[src/rtl/cpu_pkg.sv]
// Shared types for cpu_core: FSM states, decoded-instruction struct, opcodes,
// status bit positions and reset constants.
package cpu_pkg;

  typedef enum logic [2:0] {
    ST_RESET_LO, ST_RESET_HI, ST_FETCH, ST_OPERAND_LO,
    ST_OPERAND_HI, ST_INDEX, ST_ACCESS
  } state_t;

  typedef enum logic [1:0] {K_NOP, K_LOAD, K_STORE} op_kind_t;
  typedef enum logic [1:0] {AM_IMM, AM_ZP, AM_ZPI, AM_ABS} addr_mode_t;
  typedef enum logic [1:0] {RG_A, RG_X, RG_Y} reg_sel_t;

  typedef struct packed {
    op_kind_t   kind;
    addr_mode_t mode;
    reg_sel_t   rsel;
  } decode_t;

  localparam logic [7:0] OPC_LDA_IMM = 8'hA9, OPC_LDA_ZP = 8'hA5, OPC_LDA_ZPX = 8'hB5, OPC_LDA_ABS = 8'hAD;
  localparam logic [7:0] OPC_LDX_IMM = 8'hA2, OPC_LDX_ZP = 8'hA6, OPC_LDX_ZPY = 8'hB6, OPC_LDX_ABS = 8'hAE;
  localparam logic [7:0] OPC_LDY_IMM = 8'hA0, OPC_LDY_ZP = 8'hA4, OPC_LDY_ZPX = 8'hB4, OPC_LDY_ABS = 8'hAC;
  localparam logic [7:0] OPC_STA_ZP  = 8'h85, OPC_STA_ZPX = 8'h95, OPC_STA_ABS = 8'h8D;
  localparam logic [7:0] OPC_STX_ZP  = 8'h86, OPC_STX_ZPY = 8'h96, OPC_STX_ABS = 8'h8E;
  localparam logic [7:0] OPC_STY_ZP  = 8'h84, OPC_STY_ZPX = 8'h94, OPC_STY_ABS = 8'h8C;
  localparam logic [7:0] OPC_NOP     = 8'hEA;

  localparam int STATUS_ZERO     = 1;
  localparam int STATUS_NEGATIVE = 7;

  localparam logic [7:0] P_RESET  = 8'h34;
  localparam logic [7:0] SP_RESET = 8'hFD;

  // Undefined opcodes fall through to the NOP default.
  function automatic decode_t decode(input logic [7:0] op);
    decode_t d;
    d = '{K_NOP, AM_IMM, RG_A};
    case (op)
      OPC_LDA_IMM: d = '{K_LOAD, AM_IMM, RG_A};
      OPC_LDA_ZP:  d = '{K_LOAD, AM_ZP,  RG_A};
      OPC_LDA_ZPX: d = '{K_LOAD, AM_ZPI, RG_A};
      OPC_LDA_ABS: d = '{K_LOAD, AM_ABS, RG_A};
      OPC_LDX_IMM: d = '{K_LOAD, AM_IMM, RG_X};
      OPC_LDX_ZP:  d = '{K_LOAD, AM_ZP,  RG_X};
      OPC_LDX_ZPY: d = '{K_LOAD, AM_ZPI, RG_X};
      OPC_LDX_ABS: d = '{K_LOAD, AM_ABS, RG_X};
      OPC_LDY_IMM: d = '{K_LOAD, AM_IMM, RG_Y};
      OPC_LDY_ZP:  d = '{K_LOAD, AM_ZP,  RG_Y};
      OPC_LDY_ZPX: d = '{K_LOAD, AM_ZPI, RG_Y};
      OPC_LDY_ABS: d = '{K_LOAD, AM_ABS, RG_Y};
      OPC_STA_ZP:  d = '{K_STORE, AM_ZP,  RG_A};
      OPC_STA_ZPX: d = '{K_STORE, AM_ZPI, RG_A};
      OPC_STA_ABS: d = '{K_STORE, AM_ABS, RG_A};
      OPC_STX_ZP:  d = '{K_STORE, AM_ZP,  RG_X};
      OPC_STX_ZPY: d = '{K_STORE, AM_ZPI, RG_X};
      OPC_STX_ABS: d = '{K_STORE, AM_ABS, RG_X};
      OPC_STY_ZP:  d = '{K_STORE, AM_ZP,  RG_Y};
      OPC_STY_ZPX: d = '{K_STORE, AM_ZPI, RG_Y};
      OPC_STY_ABS: d = '{K_STORE, AM_ABS, RG_Y};
      default:     d = '{K_NOP, AM_IMM, RG_A};
    endcase
    return d;
  endfunction

endpackage

[src/rtl/cpu_clock_divider.sv]
// Tick generator: counts 0..CLOCK_DIVIDER-1 and registers a one-clock tick on
// wrap. With CLOCK_DIVIDER=1 the tick stays high every clock.
module cpu_clock_divider #(
  parameter int CLOCK_DIVIDER = 12
) (
  input  logic clock_i,
  input  logic reset_i,
  output logic tick
);

  logic [7:0] cnt_q;

  always_ff @(posedge clock_i) begin
    if (reset_i) begin
      cnt_q <= 8'd0;
      tick  <= 1'b0;
    end else if (cnt_q == 8'(CLOCK_DIVIDER - 1)) begin
      cnt_q <= 8'd0;
      tick  <= 1'b1;
    end else begin
      cnt_q <= cnt_q + 8'd1;
      tick  <= 1'b0;
    end
  end

endmodule

[src/rtl/cpu_core.sv]
// Tick-divided 6502-style core: loads/stores of A/X/Y in imm/zp/zp-indexed/abs
// modes over a stall-on-invalid bus. Define CPU_TRACE_EN for debug trace ports.
module cpu_core
  import cpu_pkg::*;
#(
  parameter int          CLOCK_DIVIDER = 12,
  parameter logic [15:0] RESET_VECTOR  = 16'hFFFC
) (
  input  logic        clock_i,
  input  logic        reset_i,
`ifdef CPU_TRACE_EN
  output logic        tick_o,
  output logic        sync_o,
  output logic [15:0] program_counter_o,
  output logic [7:0]  accumulator_o,
  output logic [7:0]  index_x_o,
  output logic [7:0]  index_y_o,
  output logic [7:0]  status_o,
  output logic [7:0]  stack_pointer_o,
  output logic [7:0]  instruction_o,
`endif
  input  logic [7:0]  data_i,
  input  logic        data_valid_i,
  output logic [7:0]  data_o,
  output logic [15:0] address_o,
  output logic        address_valid_o,
  output logic        data_valid_o
);

  logic        tick;
  state_t      state_q, state_d;
  logic [15:0] pc_q, pc_d, addr_q, addr_d;
  logic [7:0]  ir_q, ir_d, lo_q, lo_d;
  logic [7:0]  a_q, a_d, x_q, x_d, y_q, y_d, p_q, p_d;
  logic [7:0]  dout_q, dout_d;
  logic        wr_q, wr_d;
  logic        load_en;
  decode_t     dec;
  logic [7:0]  store_val, index_val, zp_idx;

  cpu_clock_divider #(.CLOCK_DIVIDER(CLOCK_DIVIDER)) u_div (
    .clock_i (clock_i),
    .reset_i (reset_i),
    .tick    (tick)
  );

  assign dec       = decode(ir_q);
  assign index_val = (dec.rsel == RG_X) ? y_q : x_q;
  assign zp_idx    = lo_q + index_val;

  always_comb begin
    case (dec.rsel)
      RG_X:    store_val = x_q;
      RG_Y:    store_val = y_q;
      default: store_val = a_q;
    endcase
  end

  always_comb begin
    state_d = state_q;
    pc_d    = pc_q;
    addr_d  = addr_q;
    ir_d    = ir_q;
    lo_d    = lo_q;
    a_d     = a_q;
    x_d     = x_q;
    y_d     = y_q;
    p_d     = p_q;
    dout_d  = dout_q;
    wr_d    = wr_q;
    load_en = 1'b0;
    // Read states advance only with valid data; ACCESS stores never wait.
    if (tick) begin
      case (state_q)
        ST_RESET_LO: if (data_valid_i) begin
          pc_d    = {pc_q[15:8], data_i};
          addr_d  = RESET_VECTOR + 16'd1;
          state_d = ST_RESET_HI;
        end
        ST_RESET_HI: if (data_valid_i) begin
          pc_d    = {data_i, pc_q[7:0]};
          addr_d  = {data_i, pc_q[7:0]};
          state_d = ST_FETCH;
        end
        ST_FETCH: if (data_valid_i) begin
          ir_d    = data_i;
          pc_d    = pc_q + 16'd1;
          addr_d  = pc_q + 16'd1;
          state_d = ST_OPERAND_LO;
        end
        ST_OPERAND_LO: if (data_valid_i) begin
          lo_d = data_i;
          if (dec.kind == K_NOP) begin
            state_d = ST_FETCH;
          end else begin
            pc_d = pc_q + 16'd1;
            case (dec.mode)
              AM_IMM: begin
                load_en = 1'b1;
                addr_d  = pc_q + 16'd1;
                state_d = ST_FETCH;
              end
              AM_ZP: begin
                addr_d  = {8'h00, data_i};
                state_d = ST_ACCESS;
                if (dec.kind == K_STORE) begin
                  wr_d   = 1'b1;
                  dout_d = store_val;
                end
              end
              AM_ZPI: begin
                addr_d  = {8'h00, data_i};
                state_d = ST_INDEX;
              end
              default: begin
                addr_d  = pc_q + 16'd1;
                state_d = ST_OPERAND_HI;
              end
            endcase
          end
        end
        ST_OPERAND_HI: if (data_valid_i) begin
          pc_d    = pc_q + 16'd1;
          addr_d  = {data_i, lo_q};
          state_d = ST_ACCESS;
          if (dec.kind == K_STORE) begin
            wr_d   = 1'b1;
            dout_d = store_val;
          end
        end
        ST_INDEX: begin
          addr_d  = {8'h00, zp_idx};
          state_d = ST_ACCESS;
          if (dec.kind == K_STORE) begin
            wr_d   = 1'b1;
            dout_d = store_val;
          end
        end
        ST_ACCESS: begin
          if (dec.kind == K_STORE) begin
            wr_d    = 1'b0;
            addr_d  = pc_q;
            state_d = ST_FETCH;
          end else if (data_valid_i) begin
            load_en = 1'b1;
            addr_d  = pc_q;
            state_d = ST_FETCH;
          end
        end
        default: state_d = ST_RESET_LO;
      endcase
    end
    if (load_en) begin
      case (dec.rsel)
        RG_X:    x_d = data_i;
        RG_Y:    y_d = data_i;
        default: a_d = data_i;
      endcase
      p_d[STATUS_ZERO]     = (data_i == 8'h00);
      p_d[STATUS_NEGATIVE] = data_i[7];
    end
  end

  always_ff @(posedge clock_i) begin
    if (reset_i) begin
      state_q <= ST_RESET_LO;
      pc_q    <= 16'h0000;
      addr_q  <= RESET_VECTOR;
      ir_q    <= 8'h00;
      lo_q    <= 8'h00;
      a_q     <= 8'h00;
      x_q     <= 8'h00;
      y_q     <= 8'h00;
      p_q     <= P_RESET;
      dout_q  <= 8'h00;
      wr_q    <= 1'b0;
    end else begin
      state_q <= state_d;
      pc_q    <= pc_d;
      addr_q  <= addr_d;
      ir_q    <= ir_d;
      lo_q    <= lo_d;
      a_q     <= a_d;
      x_q     <= x_d;
      y_q     <= y_d;
      p_q     <= p_d;
      dout_q  <= dout_d;
      wr_q    <= wr_d;
    end
  end

  assign address_o       = addr_q;
  assign address_valid_o = 1'b1;
  assign data_o          = dout_q;
  assign data_valid_o    = wr_q;

`ifdef CPU_TRACE_EN
  logic [7:0] sp_q;

  // No stack instructions yet, so SP only ever holds its reset value.
  always_ff @(posedge clock_i) begin
    if (reset_i) sp_q <= SP_RESET;
  end

  assign tick_o            = tick;
  assign sync_o            = (state_q == ST_FETCH);
  assign program_counter_o = pc_q;
  assign accumulator_o     = a_q;
  assign index_x_o         = x_q;
  assign index_y_o         = y_q;
  assign status_o          = p_q;
  assign stack_pointer_o   = sp_q;
  assign instruction_o     = ir_q;
`else
  // Trace ports absent; the core carries no extra state.
`endif

endmodule

[config.mk]
export PLATFORM = sky130hd
export DESIGN_NAME = cpu_core
export DESIGN_NICKNAME = d
export VERILOG_FILES = /design/src/rtl/cpu_pkg.sv /design/src/rtl/cpu_clock_divider.sv /design/src/rtl/cpu_core.sv
export SDC_FILE = /design/constraint.sdc
export NUM_CORES = 1
export LEC_CHECK = 0
export ABC_AREA = 1
export BUFFER_PORTS_ARGS = -buffer_cell sky130_fd_sc_hd__buf_2
export CORE_MARGIN = 5
export CORE_UTILIZATION = 40
export CTS_CLUSTER_DIAMETER = 80
export DETAILED_ROUTE_END_ITERATION = 7
export PLACE_DENSITY_LB_ADDON = 0.2
export SYNTH_ARGS = -nofsm -noshare
export SYNTH_HDL_FRONTEND = slang
export SYNTH_SLANG_ARGS = --single-unit
export TNS_END_PERCENT = 30
[constraint.sdc]
create_clock -name clock_i -period 3.2 [get_ports clock_i]
set_input_delay 0.32 -clock clock_i [delete_from_list [all_inputs] [get_ports clock_i]]
set_output_delay 0.32 -clock clock_i [all_outputs]
set_load 0.1 [all_outputs]
Yosys cells after proc, flatten, opt, wreduce, memory -nomap -nowiden. Cells that the tools add are included.

$add $sub $neg: 3. Equal/unequal tests: 43. Mux-type cells: 48. Bitwise operators: 3. Reduce and logical (&&, ||, !) cells: 23.

Operators with widths (number): 16-bit 2-to-1 mux (12); 8-bit == test, second input constant (21); 6-bit case mux with 21 select lines (1); 16-bit case mux with 7 select lines (1); 16-bit case mux with 4 select lines (1); 8-bit 2-to-1 mux (7); 8-bit case mux with 3 select lines (1); 3-bit 2-to-1 mux (7); 3-bit case mux with 7 select lines (1); 7-bit AND reduction (3); 16-bit by 1-bit adder with 16-bit output, second input constant (1); 2-bit inequality test, second input constant (8); 8-bit case mux with 2 select lines (1); 1-bit 2-to-1 mux (13); 3-bit == test, second input constant (3); 3-bit case mux with 3 select lines (1); 9-bit AND reduction (1); 3-bit nonzero test (3); 8-bit by 1-bit adder with 8-bit output, second input constant (1); 8-bit adder (1); 8-bit by 4-bit == test with 1-bit output, second input constant (1); 2-bit OR reduction (4); 7-bit nonzero test (1); 2-bit == test, second input constant (3); 15 further kinds (23).

Bits in registers: 93. Output and inout bits: 26. Word-level logic and storage cells: 133.

Logic depth before layout (Yosys ltp).
Depth in word-level cells: 9. Gate-level depth with buffers: 23. Depth with buffers taken out: 21.

Hierarchy. A second synthesis with hierarchy kept.

Cell total of the unflattened synthesis: 926. Area, all modules: 6112.1 sq um.

Modules (own cells, without submodules): cpu_core (instances 1, cells an instance 867, area an instance 5699.2 sq um, seq. area each 1681.6 sq um); cpu_clock_divider (instances 1, cells an instance 59, area an instance 412.9 sq um, seq. area each 180.2 sq um).

Worst setup path before layout. OpenSTA, ideal clock, no wires.

Path type: reg-to-reg. Start point: register ir_q[1]. End point: register addr_q[2] (netlist: address_o[2]). Setup time: 0.134 ns. Arrival: 3.214 ns. Required time: 3.066 ns. Path slack: -0.147 ns. Stages on the path, launching flop included: 21. Path buffers: 2. Period minus slack after synthesis: 3.347 ns. Cell sequence: dfxtp_1 nor2_1 nand2_1 inv_1 nand2_1 nand2_1 a21oi_1 and3_1 ha_1 clkbuf_1 clkbuf_1 o21ai_0 ha_1 fa_1 or2_2 nand3_1 o21ai_0 a211oi_1 o211ai_1 nand2_1 nand3_1.

Cells in the longest elaborated chain, start to end: 8. Elaborated cells on any way between the ends: 38.

RTL lines: start, declared (RTL line cpu_core.sv:33) `logic [7:0] ir_q, ir_d, lo_q, lo_d;`; start signal, assigned (RTL line cpu_core.sv:181) `ir_q <= ir_d;`; 8-bit == test (RTL line cpu_pkg.sv:38) `case (op)`; 6-bit case mux with 21 select lines (*) (RTL line cpu_pkg.sv:38); branches (longest 6 deep; another with 8-bit adder); end signal, assigned (RTL line cpu_core.sv:180) `addr_q <= addr_d;`; end, declared (RTL line cpu_core.sv:32) `logic [15:0] pc_q, pc_d, addr_q, addr_d;`.

Mark *: on every way between the ends. The select of a mux whose other input is x is not followed. A chain may end at the register's enable or synchronous reset.

Final worst setup path.
Start point: register ir_q[3]. End point: register addr_q[2] (netlist: address_o[2]).

The elaborated chain is that of the path after synthesis.

==> qor.yml <==
pre_cts_slack_ns: -0.00917
ys_seq_area_share_pct: 30.4
mostFrequentLayoutCells: "nand2_1, inv_1, nor2_1, dfxtp_1, nand3_1"
report.final.slew_viol_count: 0
drive_gt1_share_pct: 16.1
ir_worst_vdd_uv: 347
cts.sinks: 93
met3_usage_pct: 3.51
setup_ws_ns: 0.263
start_kind: "flop"
cts-buffers-inserted: 9
yosys_warnings: 0
clockBufferDepth: 2
drc: 0
dieHeight_um: 134
stdcell_count: 1194
grt_max_degree: 32
avgSynthCellArea_um2: 6.47
syn_to_final_growth_pct: 15.0
gp_congestion: 0.886
ctsHoldBuffers: 0
met1_usage_pct: 27.6
clock_skew_ns: 0.0141
rows: 45
core_region_area_um2: 15100
grt.total_usage_pct: 20.1
tns_ns: 0
antenna_found_initial: 0
regArea_um2: 1870
hold_viol: 0
cts_root_buffer: "clkbuf_16"
powerDensity_nw_per_um2: 328
slew_headroom_pct: 37.5
clkLatencyLatePin_ns: 0.36
synth_area_um2: 6120
ys_ff_latch: 93
worstSetupPathType: "flop to flop"
arrival_ns: 3.18
htree_levels: 3
ioPinCount: 37
via_per_inst: 5.20
initial_utilization_pct: 40.6
fillCellCount: 1579
syn_inst: 947
grt_pass1_vias: 5822
whs_ns: 0.341
antenna_cells: 0
p_leak_nw: 3.16
vias: 6203
cp_slowest_cell: "dfxtp_2"
dp_cells: 1176
synth_cell_types: 50
syn-num-nets: 974
port-buffer-count: 35
final_nets: 1028
dieWidth_um: 134
first_pass_iters: 6
grt_pass1_wl_mm: 29.4
worstMarginPinSlew_ns: 0.935
fin_util_pct: 46.7
rsz0062_at_grt: "true"
grt-ovfl-total: 0
max-cap-violations: 0
cp-end-kind: "flop"
cts_tree: "done"
dieArea_um2: 17900
grt.busiest_layer: "met2"
worstPathCellList: "nand2_1 > inv_1 > nand2_2 > inv_1 > nand2_1 > nand2_1 > a21oi_1 > and3_4 > ha_4 > o21ai_0 > ha_2 > fa_2 > or2_2 > nand3_1 > o21ai_0 > a211oi_1 > o211ai_1 > nand2_1 > nand3_1"
fin_crit_sh_pct: 91.8
worstPathRequired_ns: 3.45
met2_usage_pct: 31.7
drt-total-wl_mm: 17.8
fin_crit_ns: 2.94
path_clk_slew_ns: 0.08
drtIter0Drc: 518
max_freq_ghz: 0.340
cp_common_cell: "nand2_1"
status: "finished clean"
multi_input_area_um2: 3600
dp_hpwl_mm: 13.0
cp_max_fo: 5
max_stage_delay_ns: 0.34
final_common_cell: "nand2_1"
setup_viol_count_final: 0
hp-class: "input port to flop"
post_drt_wl_per_cell_um: 14.9
drtAntennaViolNets: 0
==> critical path: cells and delay by family, from the launching register on <==
family / cells / cell delay, ns
adder cells (fa/ha/maj): 3 / 0.69
buffers and inverters: 2 / 0.12
AO/OA/AOI/OAI: 5 / 0.66
AND/OR/NAND/NOR: 9 / 1.02
flip-flops: 1 / 0.34
==> layout make-up <==
class	count	area share (%)
multi-input cells	673	51.1
flip-flops and latches	93	26.6
inverters	150	8.00
repair buffers	74	6.82
well taps	188	3.34
clock buffers	9	3.20
clock inverters	7	0.942
==> cells by family (layout without fill, tap and decap cells) <==
family          after synthesis  count (layout)  share of synthesized area, %
compound gates              148             148                          14.5
xor+xnor                     11              11                          1.57
fa+ha+maj                    16              16                          3.39
buf+inv                     181             240                          11.8
flops                        93              93                          30.4
mux                           8               8                          1.31
other cells                   1               1                        0.0612
simple gates                489             489                          36.9
==> worst paths after layout <==
| path | slack, ns | from | endpoint | cells after the start |
|---|---|---|---|---|
| worst max-delay path | 0.26 | ir_q[3]$_SDFFE_PP0P_ | address_o[2]$_SDFFE_PP1P_ | 19 |
| worst min-delay path | 0.34 | data_i[7] | pc_q[15]$_SDFFE_PP0P_ | 5 |
| worst max register to register | 0.26 | ir_q[3]$_SDFFE_PP0P_ | address_o[2]$_SDFFE_PP1P_ | 19 |
| worst min register to register | 0.45 | u_div.cnt_q[0]$_SDFF_PP0_ | u_div.cnt_q[0]$_SDFF_PP0_ | 1 |
==> Yosys cell counts, drive strengths merged <==
| master | instances | area, um2 |
|---|---|---|
| a32oi | 1 | 8.76 |
| nand2 | 235 | 927 |
| o211ai | 6 | 45.0 |
| and3 | 10 | 62.6 |
| nand4 | 35 | 234 |
| a31oi | 2 | 12.5 |
| o21bai | 2 | 15.0 |
| fa | 1 | 20.0 |
| nor2 | 101 | 423 |
| clkinv | 3 | 11.3 |
| o21ai | 46 | 230 |
| mux2i | 8 | 80.1 |
| inv | 147 | 552 |
| a211oi | 4 | 42.5 |
| a221oi | 5 | 61.3 |
| ha | 15 | 188 |
| a22oi | 2 | 15.0 |
| or2 | 3 | 18.8 |
| conb | 1 | 3.75 |
| buf | 18 | 113 |
| o41ai | 1 | 8.76 |
| a21o | 2 | 15.0 |
| nor4 | 1 | 6.26 |
| a2111oi | 1 | 8.76 |
| xnor2 | 1 | 8.76 |
| o22ai | 17 | 106 |
| nor3 | 21 | 105 |
| nand3b | 1 | 7.51 |
| clkbuf | 13 | 48.8 |
| nor3b | 1 | 7.51 |
| dfxtp | 93 | 1860 |
| nand3 | 81 | 468 |
| a31o | 3 | 26.3 |
| a21oi | 56 | 295 |
| xor2 | 10 | 87.6 |
==> report_power, final <==
part | internal, mW | switching (mW)
clock | 0.547 | 0.524
sequential | 1.16 | 0.00195
combinational | 0.0182 | 0.0637
total | 1.72 | 0.589
==> sequential cells by signal, summed over array words and instances, names as in the netlist <==
signal,cells
address_o,16
pc_q,16
a_q,8
data_o,8
ir_q,8
lo_q,8
u_div.cnt_q,8
x_q,8
y_q,8
state_q,3
data_valid_o,1
u_div.tick,1
==> layer usage <==
metal	share of wire, %	vias up
met1	48	2789
met5	0	-
met2	45	166
met4	2.6	0
li1	-	3214
met3	4.5	34
==> per-stage QoR <==
| stage | total power [mW] | cell area (um2) |
|---|---|---|
| 6_report | 2.31 | 7040 |
| 5_1_grt | 2.40 | 7040 |
| 4_1_cts | 2.34 | 6960 |
| 3_5_place_dp | 1.27 | 6660 |
| 3_3_place_gp | 1.27 | 6660 |
| 2_1_floorplan | 1.24 | 6130 |
==> repair_timing <==
action	4_1_cts	5_1_grt
resized for setup	1	28
buffers inserted	0	2
pin swaps	0	7
endpoints found under the setup margin	2	8
Note: power is estimated with default switching activity, not from simulation.
